--- config.mk ---
export PLATFORM = sky130hd
export DESIGN_NAME = mixer_fader
export DESIGN_NICKNAME = d
export VERILOG_FILES = /design/src/rtl/mixer_fader_pkg.sv /design/src/rtl/mixer_fader_tick.sv /design/src/rtl/mixer_fader.sv
export SDC_FILE = /design/constraint.sdc
export NUM_CORES = 1
export LEC_CHECK = 0
export BUFFER_PORTS_ARGS = -buffer_cell sky130_fd_sc_hd__buf_2
export CAP_MARGIN = 0
export CORE_MARGIN = 10
export CORE_UTILIZATION = 45
export DETAILED_ROUTE_END_ITERATION = 16
export GPL_TIMING_DRIVEN = 0
export PLACE_DENSITY = 0.78
export SYNTH_ARGS = -nofsm -noshare
export SYNTH_HDL_FRONTEND = slang
export SYNTH_SLANG_ARGS = --single-unit
--- constraint.sdc ---
create_clock -name clk -period 3.7 [get_ports clk]
set_input_delay 1.11 -clock clk [delete_from_list [all_inputs] [get_ports clk]]
set_output_delay 1.11 -clock clk [all_outputs]
set_load 0.005 [all_outputs]
--- src/rtl/mixer_fader_pkg.sv ---
// mixer_fader_pkg: register map, FSM encoding and field widths shared by the fader blocks
package mixer_fader_pkg;
    localparam int VOL_W = 4;
    localparam int IMM_BIT = 8;
    localparam logic [3:0] REG_CH = 4'd0;
    localparam logic [3:0] REG_PERIOD = 4'd8;
    localparam logic [3:0] REG_STATUS = 4'd9;
    typedef enum logic [1:0] {IDLE, SCAN, WRITE, NEXT} state_t;
endpackage

--- src/rtl/mixer_fader_tick.sv ---
// fader_tick: step-period counter with reload, pause on zero period and a saturating pending flag
module fader_tick #(
    parameter int DIV_W = 16
) (
    input  logic             clk,
    input  logic             reset,
    input  logic [DIV_W-1:0] period,
    input  logic             reload,
    input  logic             clr,
    output logic             tick_pend
);
    logic [DIV_W-1:0] cnt_q, cnt_d;
    logic pend_q, pend_d, wrap;
    always_comb begin
        wrap = (period != '0) && !reload && (cnt_q == period - 1'b1);
        cnt_d = (reload || period == '0 || wrap) ? '0 : cnt_q + 1'b1;
        pend_d = wrap | (pend_q & ~clr);
    end
    always_ff @(posedge clk) begin
        if (reset) begin
            cnt_q <= '0;
            pend_q <= 1'b0;
        end else begin
            cnt_q <= cnt_d;
            pend_q <= pend_d;
        end
    end
    assign tick_pend = pend_q;
endmodule

--- src/rtl/mixer_fader.sv ---
// mixer_fader: per-channel volume ramping toward CPU targets, pushing changed volumes to the mixer bus
module mixer_fader
    import mixer_fader_pkg::*;
#(
    parameter int          N_CH = 8,
    parameter int          DIV_W = 16,
    parameter logic [31:0] MIX_BASE = 32'h0000_0000
) (
    input  logic        clk,
    input  logic        reset,
    input  logic        valid,
    output logic        ready,
    input  logic [3:0]  wstrb,
    input  logic [31:0] addr,
    input  logic [31:0] wdata,
    output logic [31:0] rdata,
    output logic        m_valid,
    input  logic        m_ready,
    output logic [3:0]  m_wstrb,
    output logic [31:0] m_addr,
    output logic [31:0] m_wdata,
    output logic        settled
);
    state_t state_q, state_d;
    logic [2:0] idx_q, idx_d, ch;
    logic step_en_q, step_en_d, ready_q, ready_d, m_valid_q, m_valid_d;
    logic [VOL_W-1:0] target_q [N_CH], target_d [N_CH], cur_q [N_CH], cur_d [N_CH];
    logic [VOL_W-1:0] c, t, nv;
    logic [N_CH-1:0] dirty_q, dirty_d;
    logic [DIV_W-1:0] period_q, period_d;
    logic [31:0] rdata_q, rdata_d, m_addr_q, m_addr_d, m_wdata_q, m_wdata_d;
    logic [3:0] m_wstrb_q, m_wstrb_d;
    logic access, wr, ch_ok, step, need, settled_w, tick_pend, tick_clr, tick_reload;
    logic unused_bits;
    assign unused_bits = ^{wstrb[3:1], addr[31:6], addr[1:0], wdata};

    fader_tick #(.DIV_W(DIV_W)) u_tick (
        .clk(clk), .reset(reset), .period(period_q), .reload(tick_reload),
        .clr(tick_clr), .tick_pend(tick_pend)
    );

    always_comb begin
        access = valid & ~ready_q;
        wr = access & wstrb[0];
        ch = addr[4:2];
        ch_ok = ((addr[5:2] & 4'b1000) == REG_CH) && ({29'b0, ch} < 32'(N_CH));
        settled_w = ~|dirty_q && state_q == IDLE && !tick_pend;
        for (int i = 0; i < N_CH; i++) if (cur_q[i] != target_q[i]) settled_w = 1'b0;
        rdata_d = '0;
        if (access && ch_ok) rdata_d = {24'b0, cur_q[ch], target_q[ch]};
        else if (access && addr[5:2] == REG_PERIOD) rdata_d = 32'(period_q);
        else if (access && addr[5:2] == REG_STATUS) rdata_d = {31'b0, settled_w};
        ready_d = access;
        state_d = state_q;
        idx_d = idx_q;
        step_en_d = step_en_q;
        target_d = target_q;
        cur_d = cur_q;
        dirty_d = dirty_q;
        period_d = period_q;
        m_valid_d = m_valid_q;
        m_wstrb_d = m_wstrb_q;
        m_addr_d = m_addr_q;
        m_wdata_d = m_wdata_q;
        tick_clr = 1'b0;
        c = cur_q[idx_q];
        t = target_q[idx_q];
        step = step_en_q && c != t;
        nv = !step ? c : (c < t ? c + 1'b1 : c - 1'b1);
        need = step || dirty_q[idx_q];
        case (state_q)
            IDLE: if (tick_pend || |dirty_q) begin
                step_en_d = tick_pend;
                tick_clr = 1'b1;
                idx_d = '0;
                state_d = SCAN;
            end
            SCAN: if (need) begin
                cur_d[idx_q] = nv;
                dirty_d[idx_q] = 1'b0;
                m_addr_d = MIX_BASE + {27'b0, idx_q, 2'b00};
                m_wdata_d = {{(32-VOL_W){1'b0}}, nv};
                m_wstrb_d = 4'b0001;
                m_valid_d = 1'b1;
                state_d = WRITE;
            end else state_d = NEXT;
            WRITE: if (m_ready) begin
                m_valid_d = 1'b0;
                m_wstrb_d = 4'b0000;
                state_d = NEXT;
            end
            NEXT: begin
                state_d = (idx_q == 3'(N_CH - 1)) ? IDLE : SCAN;
                idx_d = (idx_q == 3'(N_CH - 1)) ? idx_q : idx_q + 1'b1;
            end
        endcase
        // CPU writes land after the sweep update so an immediate jump overrides a same-cycle step
        if (wr && ch_ok) begin
            target_d[ch] = wdata[VOL_W-1:0];
            if (wdata[IMM_BIT]) begin
                cur_d[ch] = wdata[VOL_W-1:0];
                dirty_d[ch] = 1'b1;
            end
        end
        tick_reload = wr && addr[5:2] == REG_PERIOD;
        if (tick_reload) period_d = wdata[DIV_W-1:0];
    end

    always_ff @(posedge clk) begin
        if (reset) begin
            state_q <= IDLE;
            idx_q <= '0;
            step_en_q <= 1'b0;
            for (int i = 0; i < N_CH; i++) begin
                target_q[i] <= '0;
                cur_q[i] <= '0;
            end
            dirty_q <= '1;
            period_q <= '0;
            ready_q <= 1'b0;
            rdata_q <= '0;
            m_valid_q <= 1'b0;
            m_wstrb_q <= '0;
            m_addr_q <= '0;
            m_wdata_q <= '0;
        end else begin
            state_q <= state_d;
            idx_q <= idx_d;
            step_en_q <= step_en_d;
            target_q <= target_d;
            cur_q <= cur_d;
            dirty_q <= dirty_d;
            period_q <= period_d;
            ready_q <= ready_d;
            rdata_q <= rdata_d;
            m_valid_q <= m_valid_d;
            m_wstrb_q <= m_wstrb_d;
            m_addr_q <= m_addr_d;
            m_wdata_q <= m_wdata_d;
        end
    end

    assign ready = ready_q;
    assign rdata = rdata_q;
    assign m_valid = m_valid_q;
    assign m_wstrb = m_wstrb_q;
    assign m_addr = m_addr_q;
    assign m_wdata = m_wdata_q;
    assign settled = settled_w;
endmodule

==> metrics <==
die area 24200 µm²; Post-synth top cells 136 x dfxtp_1, 120 x nor2_1, 79 x buf_4; Rows 49; final setup margin -0.0596 ns; IO buf count 46; WP data arrival 4.10 ns; routed len/inst 21.1 µm; Reg area 2730 µm²; fraction of registers with async set/reset 0%; Syn Inst Count 964; Switching Fraction 31.4%; power share of the combinational group 18.7%; worst min path class flip-flop to flip-flop; area leader, netlist dfxtp_1; final core occ 58.1%; Critical Path Source Type flip-flop; RSZ-0062 raised after global routing true; skew final 0.0144 ns; Post-Route WL 29300 µm; Final Max Slew Viols 0; status finished with violations; post-synthesis sequential area ratio 32.9%; vias in the first global route 7280; I/O pin cnt 175; GRT Util Overall 22.5%; Die X 156 µm; Worst-path clk slew 0.07 ns; most common cell in the netlist dfxtp_1; CP max FO 9; syn_area_per_cell 8.60 µm²; number of distinct library cells after synthesis 68; number of synthesized flops with an enable pin 0; Core ar. 18000 µm²; Vias/cell 5.80; CP Capture Type flip-flop; #FFs+latches synth 136; clk_lat worst skew 0.44 ns; final hold violation count 0; final worst path period need 3.76 ns; ANT nets after route 0; VDD IR-drop max 0.342 mV; Synth Flop Type dfxtp_1; CP Class flip-flop to flip-flop; Final nets 1231; Netlist Area Pre-Place 8290 µm²; Sequential Power Share 37.9%; DRC Markers 0; Period Utilization, post-route 102%; Antenna diodes 0; Yosys top cell area share 32.9%; relative slew slack 3.43%; synth top area cells dfxtp_1 33%, mux2i_1 9.4%, buf_4 7.2%; antenna violations before repair 0; Synth Warn # 0; First-pass DRT Iterations 6; routed vias 8035; first-pass GRT wire length 42700 µm; f_max 266 MHz; Slew @ Worst Pin 1.44 ns; Internal 0.00278 W; Detailed Place HPWL 20600 µm; clock root cell clkbuf_16; final setup fails 5; Clk network pwr share 43.4%; Lkg Pwr 4.58 nW; failing checks setup timing; Initial DRC Count 971; largest net degree at the start of global routing 17; area grow syn2layout 26.3%; Max Root-Sink Buffers 2; global route overflow 0; TritonCTS clock tree yes; Initial Util 46.0%; CP required 4.04 ns; Hold Buf Count CTS 0; H-tree depth 4; layout cells sized above 1 25.9%; PD cells 388 nW/µm²; CTS buffer count 17; post-route total power 0.00406 W; Sink Count 136; Die Ht 156 µm; Max Cap Viol 0; Psw 0.00128 W; Filler cells 1567; GP Congestion 0.998; area occupied by multi-input gates 5280 µm²
-- state kept, by name (all words and copies together), names as in the netlist --
| name | cells |
|---|---|
| rdata | 16 |
| cur_q | 32 |
| m_addr | 3 |
| m_wstrb | 1 |
| m_wdata | 4 |
| step_en_q | 1 |
| u_tick.cnt_q | 16 |
| target_q | 32 |
| idx_q | 3 |
| dirty_q | 8 |
| state_q | 2 |
| period_q | 16 |
| u_tick.tick_pend | 1 |
| ready | 1 |
-- stage by stage --
step / instances / cell area [µm²] / hold slack (ns) / setup TNS (ns) / setup slack, ns
global placement: 1314 / 9100 / 0.440 / -27.80 / -0.945
global route: 1386 / 10500 / 0.479 / -1.32 / -0.141
floorplan: 1039 / 8580 / 0.442 / 0 / 0.0230
finish: 1386 / 10500 / 0.454 / -0.151 / -0.0596
detailed placement: 1314 / 9100 / 0.445 / -27.38 / -1.06
CTS: 1353 / 9940 / 0.454 / -0.0692 / -0.0692
-- routing by layer --
layer | routed length (µm) | vias to the layer above | part of all wire, % | GRT usage (%)
met5 | 0 | - | 0 | 0
met4 | 1550 | 0 | 5.3 | 10.4
met3 | 3470 | 144 | 12 | 7.03
met2 | 12800 | 530 | 44 | 34.7
met1 | 11400 | 3723 | 39 | 28.1
li1 | - | 3638 | - | -
-- cell type report --
type,count,share of cell area [%]
Multi-Input combinational cell,751,50.4
Sequential cell,136,26.1
Buffer,133,8.87
Timing Repair Buffer,88,5.59
Clock buffer,17,4.06
Tap cell,229,2.74
Clock inverter,15,1.65
Inverter,17,0.645
-- kinds of logic after synthesis --
group           synth area share, %
fa+ha+maj                      2.36
compound gates                 12.1
mux                            14.6
flops                          32.9
xor+xnor                       7.61
other cells                  0.0452
buf+inv                        10.7
simple gates                   19.8
-- cell usage in the layout, fill, tap and decap left out, types with 6 or more instances in the layout --
| cell | instances |
|---|---|
| ha_1 | 9 |
| dfxtp_1 | 133 |
| inv_6 | 7 |
| clkbuf_16 | 19 |
| nor4_1 | 15 |
| buf_4 | 116 |
| buf_12 | 6 |
| a221oi_1 | 8 |
| nor2b_1 | 7 |
| and2_1 | 11 |
| a22oi_1 | 6 |
| nand4_1 | 14 |
| a211oi_1 | 24 |
| nor2_1 | 120 |
| nor3_1 | 11 |
| mux2_2 | 13 |
| nand3b_1 | 8 |
| clkbuf_1 | 27 |
| buf_2 | 50 |
| xor2_1 | 49 |
| a21oi_1 | 34 |
| inv_1 | 14 |
| o21ai_0 | 20 |
| xnor2_1 | 20 |
| buf_1 | 13 |
| a31oi_1 | 6 |
| a221oi_2 | 6 |
| nand3_1 | 32 |
| mux2i_1 | 76 |
| and3_1 | 6 |
| nand2_1 | 69 |
| conb_1 | 76 |
| mux4_2 | 12 |
-- worst paths after layout --
kind | startpoint | to | slack (ns) | depth (start not counted)
setup / recovery | idx_q[2] | m_wdata[3] | -0.06 | 19
hold / removal | m_addr[4] | m_addr[4] | 0.45 | 2
setup reg to reg | idx_q[2] | m_wdata[3] | -0.06 | 19
hold reg to reg | m_addr[4] | m_addr[4] | 0.45 | 2
-- power by group through the flow --
stage / clock network (W) / registers, W / logic, W
floorplan: 0 / 0.00155 / 0.000436
global placement: 0 / 0.00156 / 0.000593
detailed placement: 0 / 0.00156 / 0.000599
CTS: 0.00176 / 0.00153 / 0.000648
global route: 0.00183 / 0.00154 / 0.000813
finish: 0.00176 / 0.00154 / 0.000761
-- worst max-delay path, stage by stage, from the launching register on --
cell	delay [ns]
dfxtp_2	0.34
buf_8	0.13
buf_12	0.13
buf_4	0.13
mux2i_1	0.21
o21ai_0	0.09
a31oi_1	0.18
o21ai_1	0.21
ha_4	0.36
nand2_2	0.07
o21ai_4	0.26
ha_4	0.27
a21oi_4	0.12
o21ai_2	0.08
xnor2_2	0.16
buf_4	0.15
o21bai_4	0.32
buf_4	0.17
nand3_1	0.07
a21oi_1	0.21
-- what timing repair did --
item | 4_1_cts | 5_1_grt
pin swaps | 6 | 23
setup buffers | 7 | 32
resized for setup | 43 | 62
cloned | 0 | 3
setup endpoints to repair | 48 | 39
hold endpoints to repair | 0 | 0
Power figures use the tool's default switching activity.
